==> config.mk <==
export PLATFORM = sky130hd
export DESIGN_NAME = dmem_arbiter_flat
export DESIGN_NICKNAME = d
export VERILOG_FILES = /design/src/rtl/dmem_arbiter_if.sv /design/src/rtl/dmem_arbiter.sv /design/src/flat_wrapper.sv
export SDC_FILE = /design/constraint.sdc
export NUM_CORES = 1
export LEC_CHECK = 0
export CELL_PAD_IN_SITES_DETAIL_PLACEMENT = 0
export CELL_PAD_IN_SITES_GLOBAL_PLACEMENT = 2
export CORE_MARGIN = 4
export CORE_UTILIZATION = 21
export DETAILED_ROUTE_END_ITERATION = 10
export GPL_TIMING_DRIVEN = 0
export PLACE_DENSITY_LB_ADDON = 0.2
export SYNTH_ARGS = -nofsm -noshare
export SYNTH_HDL_FRONTEND = slang
export SYNTH_SLANG_ARGS = --single-unit
==> constraint.sdc <==
create_clock -name clk -period 2.2 [get_ports clk]
set_input_delay 0.44 -clock clk [delete_from_list [all_inputs] [get_ports clk]]
set_output_delay 0.44 -clock clk [all_outputs]
set_load 0.02 [all_outputs]
==> src/rtl/dmem_arbiter_if.sv <==
// Bundle of the two requester ports and the data-memory pins around dmem_arbiter.
interface dmem_arbiter_if;
  logic        p0_req, p1_req;
  logic        p0_we, p1_we;
  logic [31:0] p0_addr, p1_addr;
  logic [31:0] p0_wdata, p1_wdata;
  logic        p0_gnt, p1_gnt;
  logic        p0_rvalid, p1_rvalid;
  logic [31:0] p0_rdata, p1_rdata;
  logic        p0_err, p1_err;
  logic [31:0] mem_addr;
  logic [31:0] mem_wdata;
  logic        mem_write;
  logic        mem_read;
  logic [31:0] mem_rdata;

  modport slave (
    input  p0_req, p1_req, p0_we, p1_we, p0_addr, p1_addr, p0_wdata, p1_wdata,
    output p0_gnt, p1_gnt, p0_rvalid, p1_rvalid, p0_rdata, p1_rdata, p0_err, p1_err,
    output mem_addr, mem_wdata, mem_write, mem_read,
    input  mem_rdata
  );

  modport master (
    output p0_req, p1_req, p0_we, p1_we, p0_addr, p1_addr, p0_wdata, p1_wdata,
    input  p0_gnt, p1_gnt, p0_rvalid, p1_rvalid, p0_rdata, p1_rdata, p0_err, p1_err,
    input  mem_addr, mem_wdata, mem_write, mem_read,
    output mem_rdata
  );
endinterface

==> src/rtl/dmem_arbiter.sv <==
// Two-port data-memory arbiter: port 0 priority with an aging guard for port 1,
// alignment/range check, one-cycle memory strobes and a registered response.
module dmem_arbiter #(
  parameter int MEM_BYTES = 1024,
  parameter int MAX_WAIT  = 4
) (
  input  logic           clk,
  input  logic           rst_n,
  dmem_arbiter_if.slave  bus
);
  localparam int              WW       = $clog2(MAX_WAIT + 1);
  localparam logic [31:0]     ADDR_MAX = 32'(MEM_BYTES - 4);
  localparam logic [WW-1:0]   WAIT_SAT = WW'(MAX_WAIT);

  typedef enum logic [1:0] {IDLE, ACCESS, RESP} state_t;

  state_t        state;
  logic [WW-1:0] wait_cnt;
  logic          cmd_port, cmd_rd, cmd_err;

  logic          any_req, pick1, win_we, win_err;
  logic [31:0]   win_addr, win_wdata;

  always_comb begin
    any_req   = bus.p0_req | bus.p1_req;
    pick1     = bus.p1_req & (~bus.p0_req | (wait_cnt == WAIT_SAT));
    win_we    = pick1 ? bus.p1_we    : bus.p0_we;
    win_addr  = pick1 ? bus.p1_addr  : bus.p0_addr;
    win_wdata = pick1 ? bus.p1_wdata : bus.p0_wdata;
    win_err   = (win_addr[1:0] != 2'b00) || (win_addr > ADDR_MAX);
  end

  always_ff @(posedge clk) begin
    if (!rst_n) begin
      state         <= IDLE;
      wait_cnt      <= '0;
      cmd_port      <= 1'b0;
      cmd_rd        <= 1'b0;
      cmd_err       <= 1'b0;
      bus.p0_gnt    <= 1'b0;
      bus.p1_gnt    <= 1'b0;
      bus.p0_rvalid <= 1'b0;
      bus.p1_rvalid <= 1'b0;
      bus.p0_rdata  <= '0;
      bus.p1_rdata  <= '0;
      bus.p0_err    <= 1'b0;
      bus.p1_err    <= 1'b0;
      bus.mem_addr  <= '0;
      bus.mem_wdata <= '0;
      bus.mem_write <= 1'b0;
      bus.mem_read  <= 1'b0;
    end else begin
      bus.p0_gnt    <= 1'b0;
      bus.p1_gnt    <= 1'b0;
      bus.p0_rvalid <= 1'b0;
      bus.p1_rvalid <= 1'b0;
      bus.p0_rdata  <= '0;
      bus.p1_rdata  <= '0;
      bus.p0_err    <= 1'b0;
      bus.p1_err    <= 1'b0;
      bus.mem_write <= 1'b0;
      bus.mem_read  <= 1'b0;
      case (state)
        IDLE, RESP: begin
          if (any_req) begin
            state      <= ACCESS;
            cmd_port   <= pick1;
            cmd_rd     <= ~win_we & ~win_err;
            cmd_err    <= win_err;
            bus.p0_gnt <= ~pick1;
            bus.p1_gnt <= pick1;
            // Faulting accesses never reach the memory pins; address/data hold.
            if (!win_err) begin
              bus.mem_addr  <= win_addr;
              bus.mem_wdata <= win_wdata;
              bus.mem_write <= win_we;
              bus.mem_read  <= ~win_we;
            end
            if (pick1)
              wait_cnt <= '0;
            else if (bus.p1_req && wait_cnt != WAIT_SAT)
              wait_cnt <= wait_cnt + WW'(1);
          end else begin
            state <= IDLE;
          end
        end
        ACCESS: begin
          state <= RESP;
          if (cmd_port) begin
            bus.p1_rvalid <= 1'b1;
            bus.p1_err    <= cmd_err;
            bus.p1_rdata  <= cmd_rd ? bus.mem_rdata : '0;
          end else begin
            bus.p0_rvalid <= 1'b1;
            bus.p0_err    <= cmd_err;
            bus.p0_rdata  <= cmd_rd ? bus.mem_rdata : '0;
          end
        end
        default: state <= IDLE;
      endcase
    end
  end
endmodule

==> src/flat_wrapper.sv <==
// flat-port wrapper written by rule: the top's interface ports become plain ports
module dmem_arbiter_flat 
#(
  parameter int MEM_BYTES = 1024,
  parameter int MAX_WAIT  = 4
)
  (clk, rst_n, bus_p0_req, bus_p1_req, bus_p0_we, bus_p1_we, bus_p0_addr, bus_p1_addr, bus_p0_wdata, bus_p1_wdata, bus_p0_gnt, bus_p1_gnt, bus_p0_rvalid, bus_p1_rvalid, bus_p0_rdata, bus_p1_rdata, bus_p0_err, bus_p1_err, bus_mem_addr, bus_mem_wdata, bus_mem_write, bus_mem_read, bus_mem_rdata);
  dmem_arbiter_if bus_i ();
  input  logic clk;
  input  logic rst_n;
  input wire logic [$bits(bus_i.p0_req)-1:0] bus_p0_req;
  input wire logic [$bits(bus_i.p1_req)-1:0] bus_p1_req;
  input wire logic [$bits(bus_i.p0_we)-1:0] bus_p0_we;
  input wire logic [$bits(bus_i.p1_we)-1:0] bus_p1_we;
  input wire logic [$bits(bus_i.p0_addr)-1:0] bus_p0_addr;
  input wire logic [$bits(bus_i.p1_addr)-1:0] bus_p1_addr;
  input wire logic [$bits(bus_i.p0_wdata)-1:0] bus_p0_wdata;
  input wire logic [$bits(bus_i.p1_wdata)-1:0] bus_p1_wdata;
  output wire logic [$bits(bus_i.p0_gnt)-1:0] bus_p0_gnt;
  output wire logic [$bits(bus_i.p1_gnt)-1:0] bus_p1_gnt;
  output wire logic [$bits(bus_i.p0_rvalid)-1:0] bus_p0_rvalid;
  output wire logic [$bits(bus_i.p1_rvalid)-1:0] bus_p1_rvalid;
  output wire logic [$bits(bus_i.p0_rdata)-1:0] bus_p0_rdata;
  output wire logic [$bits(bus_i.p1_rdata)-1:0] bus_p1_rdata;
  output wire logic [$bits(bus_i.p0_err)-1:0] bus_p0_err;
  output wire logic [$bits(bus_i.p1_err)-1:0] bus_p1_err;
  output wire logic [$bits(bus_i.mem_addr)-1:0] bus_mem_addr;
  output wire logic [$bits(bus_i.mem_wdata)-1:0] bus_mem_wdata;
  output wire logic [$bits(bus_i.mem_write)-1:0] bus_mem_write;
  output wire logic [$bits(bus_i.mem_read)-1:0] bus_mem_read;
  input wire logic [$bits(bus_i.mem_rdata)-1:0] bus_mem_rdata;
  assign bus_i.p0_req = bus_p0_req;
  assign bus_i.p1_req = bus_p1_req;
  assign bus_i.p0_we = bus_p0_we;
  assign bus_i.p1_we = bus_p1_we;
  assign bus_i.p0_addr = bus_p0_addr;
  assign bus_i.p1_addr = bus_p1_addr;
  assign bus_i.p0_wdata = bus_p0_wdata;
  assign bus_i.p1_wdata = bus_p1_wdata;
  assign bus_p0_gnt = bus_i.p0_gnt;
  assign bus_p1_gnt = bus_i.p1_gnt;
  assign bus_p0_rvalid = bus_i.p0_rvalid;
  assign bus_p1_rvalid = bus_i.p1_rvalid;
  assign bus_p0_rdata = bus_i.p0_rdata;
  assign bus_p1_rdata = bus_i.p1_rdata;
  assign bus_p0_err = bus_i.p0_err;
  assign bus_p1_err = bus_i.p1_err;
  assign bus_mem_addr = bus_i.mem_addr;
  assign bus_mem_wdata = bus_i.mem_wdata;
  assign bus_mem_write = bus_i.mem_write;
  assign bus_mem_read = bus_i.mem_read;
  assign bus_i.mem_rdata = bus_mem_rdata;
  dmem_arbiter #(.MEM_BYTES(MEM_BYTES), .MAX_WAIT(MAX_WAIT)) u_core (.clk(clk), .rst_n(rst_n), .bus(bus_i));
endmodule
==> reports/results.txt <==
footprint of the multi-input gates = 0.001912 mm^2
synth top area cells = dfxtp_1 58%, a2bb2oi_2 12%, o221ai_1 7.0%
clk slew on worst S/H paths = 0.06 ns
Mapped Area = 0.004975 mm^2
PortBufs = 301
nets@finish = 944
Worst setup EP type = flip-flop
clk_skew = 0.006995 ns
std cell rows = 56
CTS root buffer = clkbuf_16
Int Pwr = 4.710 mW
period utilization = 95.16%
maximum clock rate = 477.7 MHz
GRT overflow = 0
Synth Area per Inst = 10.91 um^2
CP Launch Type = primary input
Initial Util = 21.26%
leakage = 3.263 nW
H-tree depth = 4
DRC Markers = 0
DIE AREA = 0.02622 mm^2
gpl congestion = 0.7582
switching power = 1.346 mW
I/O Pins = 302
area share of the largest cell type after synthesis = 57.95%
via count = 4577
CTS hold repair buffers = 0
CP Data Required Time = 2.54 ns
Hold WS = 0.4839 ns
fin cells = 1108
Final Power = 6.056 mW
Hold Violations, Final = 0
RSZ-0062 raised after global routing = false
CP max FO = 10
Worst Setup Slack, final = 0.1065 ns
largest stage delay on the critical path = 0.46 ns
Clock Sinks = 144
Register Area = 0.002883 mm^2
Worst-Skew Late Latency = 0.42 ns
Filler Cells Inserted = 2401
Unique masters post-synth = 39
initial antenna violation count = 0
Comb pwr share = 7.8%
Pre-antenna DRT Iters = 4
max-slew violation count = 0
Sequential Power Share = 43.3%
Clock Path Buffers = 2
status = finished clean
setup TNS = 0 ns
most instantiated cells after synthesis = 144 x dfxtp_1, 78 x nor2_1, 40 x o221ai_1
total global-route track usage = 13.95%
pin count of the biggest net entering global routing = 17
antenna cells = 0
placed insts = 1076
Max Cap Viol = 0
critical path class = in2reg
crit path DAT = 2.44 ns
fraction of layout cells with a size suffix above 1 = 12.67%
hpwl dp = 14800 um
Die Wd = 161.9 um
sequential-to-total area share from yosys stat = 57.95%
pwr dens = 669.7 mW/mm^2
Net Sw Frac = 22.23%
Worst path slowest cell = nor4_2
most common cell in the netlist = dfxtp_1
Synth Net Count = 624
WL/cell = 16.92 um
DIE HEIGHT = 161.9 um
fraction of registers with async set or reset after synthesis = 0%
Final ANT Viol Nets = 0
Synth Register Bits = 144
EDFF count, synth = 0
Synth warnings = 0
first-pass GRT wire length = 28100 um
worst relative slew slack = 59.40%
CTS tree = yes
initial DRC count = 177
worst slew pin tran = 0.6090 ns
Clk network pwr share = 48.9%
vias in the first global route = 4983
Via density = 4.131
Hold Crit Class = reg2reg
dominant synthesized flop cell = dfxtp_1
core area = 0.02340 mm^2
Inserted Clock Buffers = 17
largest area contributor in the netlist = dfxtp_1
Critical Path, Cell by Cell = clkdlybuf4s50_1 > nor4_2 > o2111ai_4 > nor2_2 > o21a_2 > buf_6 > a2bb2oi_2
Tmin final = 2.093 ns
Final setup viols = 0
DP Worst Slack = -0.5501 ns
Area Overhead vs Synth = 81.79%
Peak VDD IR = 0.4434 mV
instance count of the mapped netlist = 456
Routed WL = 18740 um
metal layers:
layer / up-vias / GRT usage (%) / part of all wire (%)
li1: 2267 / - / -
met1: 2083 / 15.66 / 41
met2: 214 / 22.85 / 45
met3: 13 / 8.323 / 13
met4: 0 / 3.153 / 0.90
met5: - / 0 / 0
cells in the final DEF, fill, tap and decap left out, types with 8 or more instances in the layout:
master	n
a2bb2oi_2	39
and3_1	24
buf_2	8
clkbuf_1	22
clkbuf_16	17
clkdlybuf4s50_1	301
dfxtp_1	144
nand2_1	38
nor2_1	77
o221ai_1	40
through the flow:
step	instance area, um^2	utilization (%)
2_1_floorplan	4975	-
3_3_place_gp	8387	35.84
3_5_place_dp	8387	35.84
4_1_cts	9030	38.59
5_1_grt	9044	38.64
6_report	9044	38.64
state kept, by name, summed over array words and instances (netlist names):
signal                cells
u_core.bus.mem_wdata     32
u_core.bus.p0_rvalid      1
u_core.cmd_err            1
u_core.bus.mem_addr      32
u_core.bus.p1_err         1
u_core.cmd_port           1
u_core.bus.p1_rvalid      1
u_core.bus.p0_gnt         1
u_core.bus.mem_read       1
u_core.bus.mem_write      1
u_core.bus.p1_rdata      32
u_core.cmd_rd             1
u_core.bus.p1_gnt         1
u_core.wait_cnt           3
u_core.state              2
u_core.bus.p0_err         1
u_core.bus.p0_rdata      32
repair_timing:
item	in CTS	in global routing
buffers inserted	1	0
pin swaps	2	0
resized for setup	5	5
setup endpoints to repair	60	60
cells by family after synthesis:
kind of cell               count (synthesis)  share of synthesized area, %
muxes                                      3                        0.6036
DFF                                      144                         57.95
adders and majority gates                  2                        0.5029
buffers and inverters                     46                         4.351
and+or+nand+nor                          168                         15.22
AOI/OAI and AO/OA                         93                         21.38
cell type report:
type	count	area share, %
timing repair buffer	302	33.40
sequential	144	31.88
multi-input combinational	266	21.14
clock buffer	20	5.160
tap	319	4.413
buffer	37	2.048
clock inverter	12	1.633
inverter	8	0.3320
worst paths after layout:
| kind | depth (start not counted) | to | startpoint | slack (ns) |
|---|---|---|---|---|
| worst min-delay path | 1 | u_core.bus.mem_addr[15] | u_core.bus.mem_addr[15] | 0.48 |
| worst min register to register | 1 | u_core.bus.mem_addr[15] | u_core.bus.mem_addr[15] | 0.48 |
| worst max register to register | 8 | u_core.bus.mem_wdata[6] | u_core.wait_cnt[0] | 0.14 |
| worst max-delay path | 7 | u_core.bus.mem_wdata[6] | bus_p0_addr[26] | 0.11 |
critical path: cells and delay by family:
kind                   cells  cell delay, ns
buffers and inverters      2            0.65
and+or+nand+nor            2            0.67
AOI/OAI and AO/OA          3            0.68
power groups by stage:
stage / combinational [mW] / sequential (mW) / clock (mW)
after CTS: 0.474 / 2.62 / 3.06
after detailed placement: 0.467 / 2.68 / 0
after global placement: 0.466 / 2.68 / 0
after global routing: 0.506 / 2.62 / 3.16
after floorplan: 0.111 / 2.68 / 0
final: 0.471 / 2.62 / 2.96
Note: power is estimated with default switching activity, not from simulation.
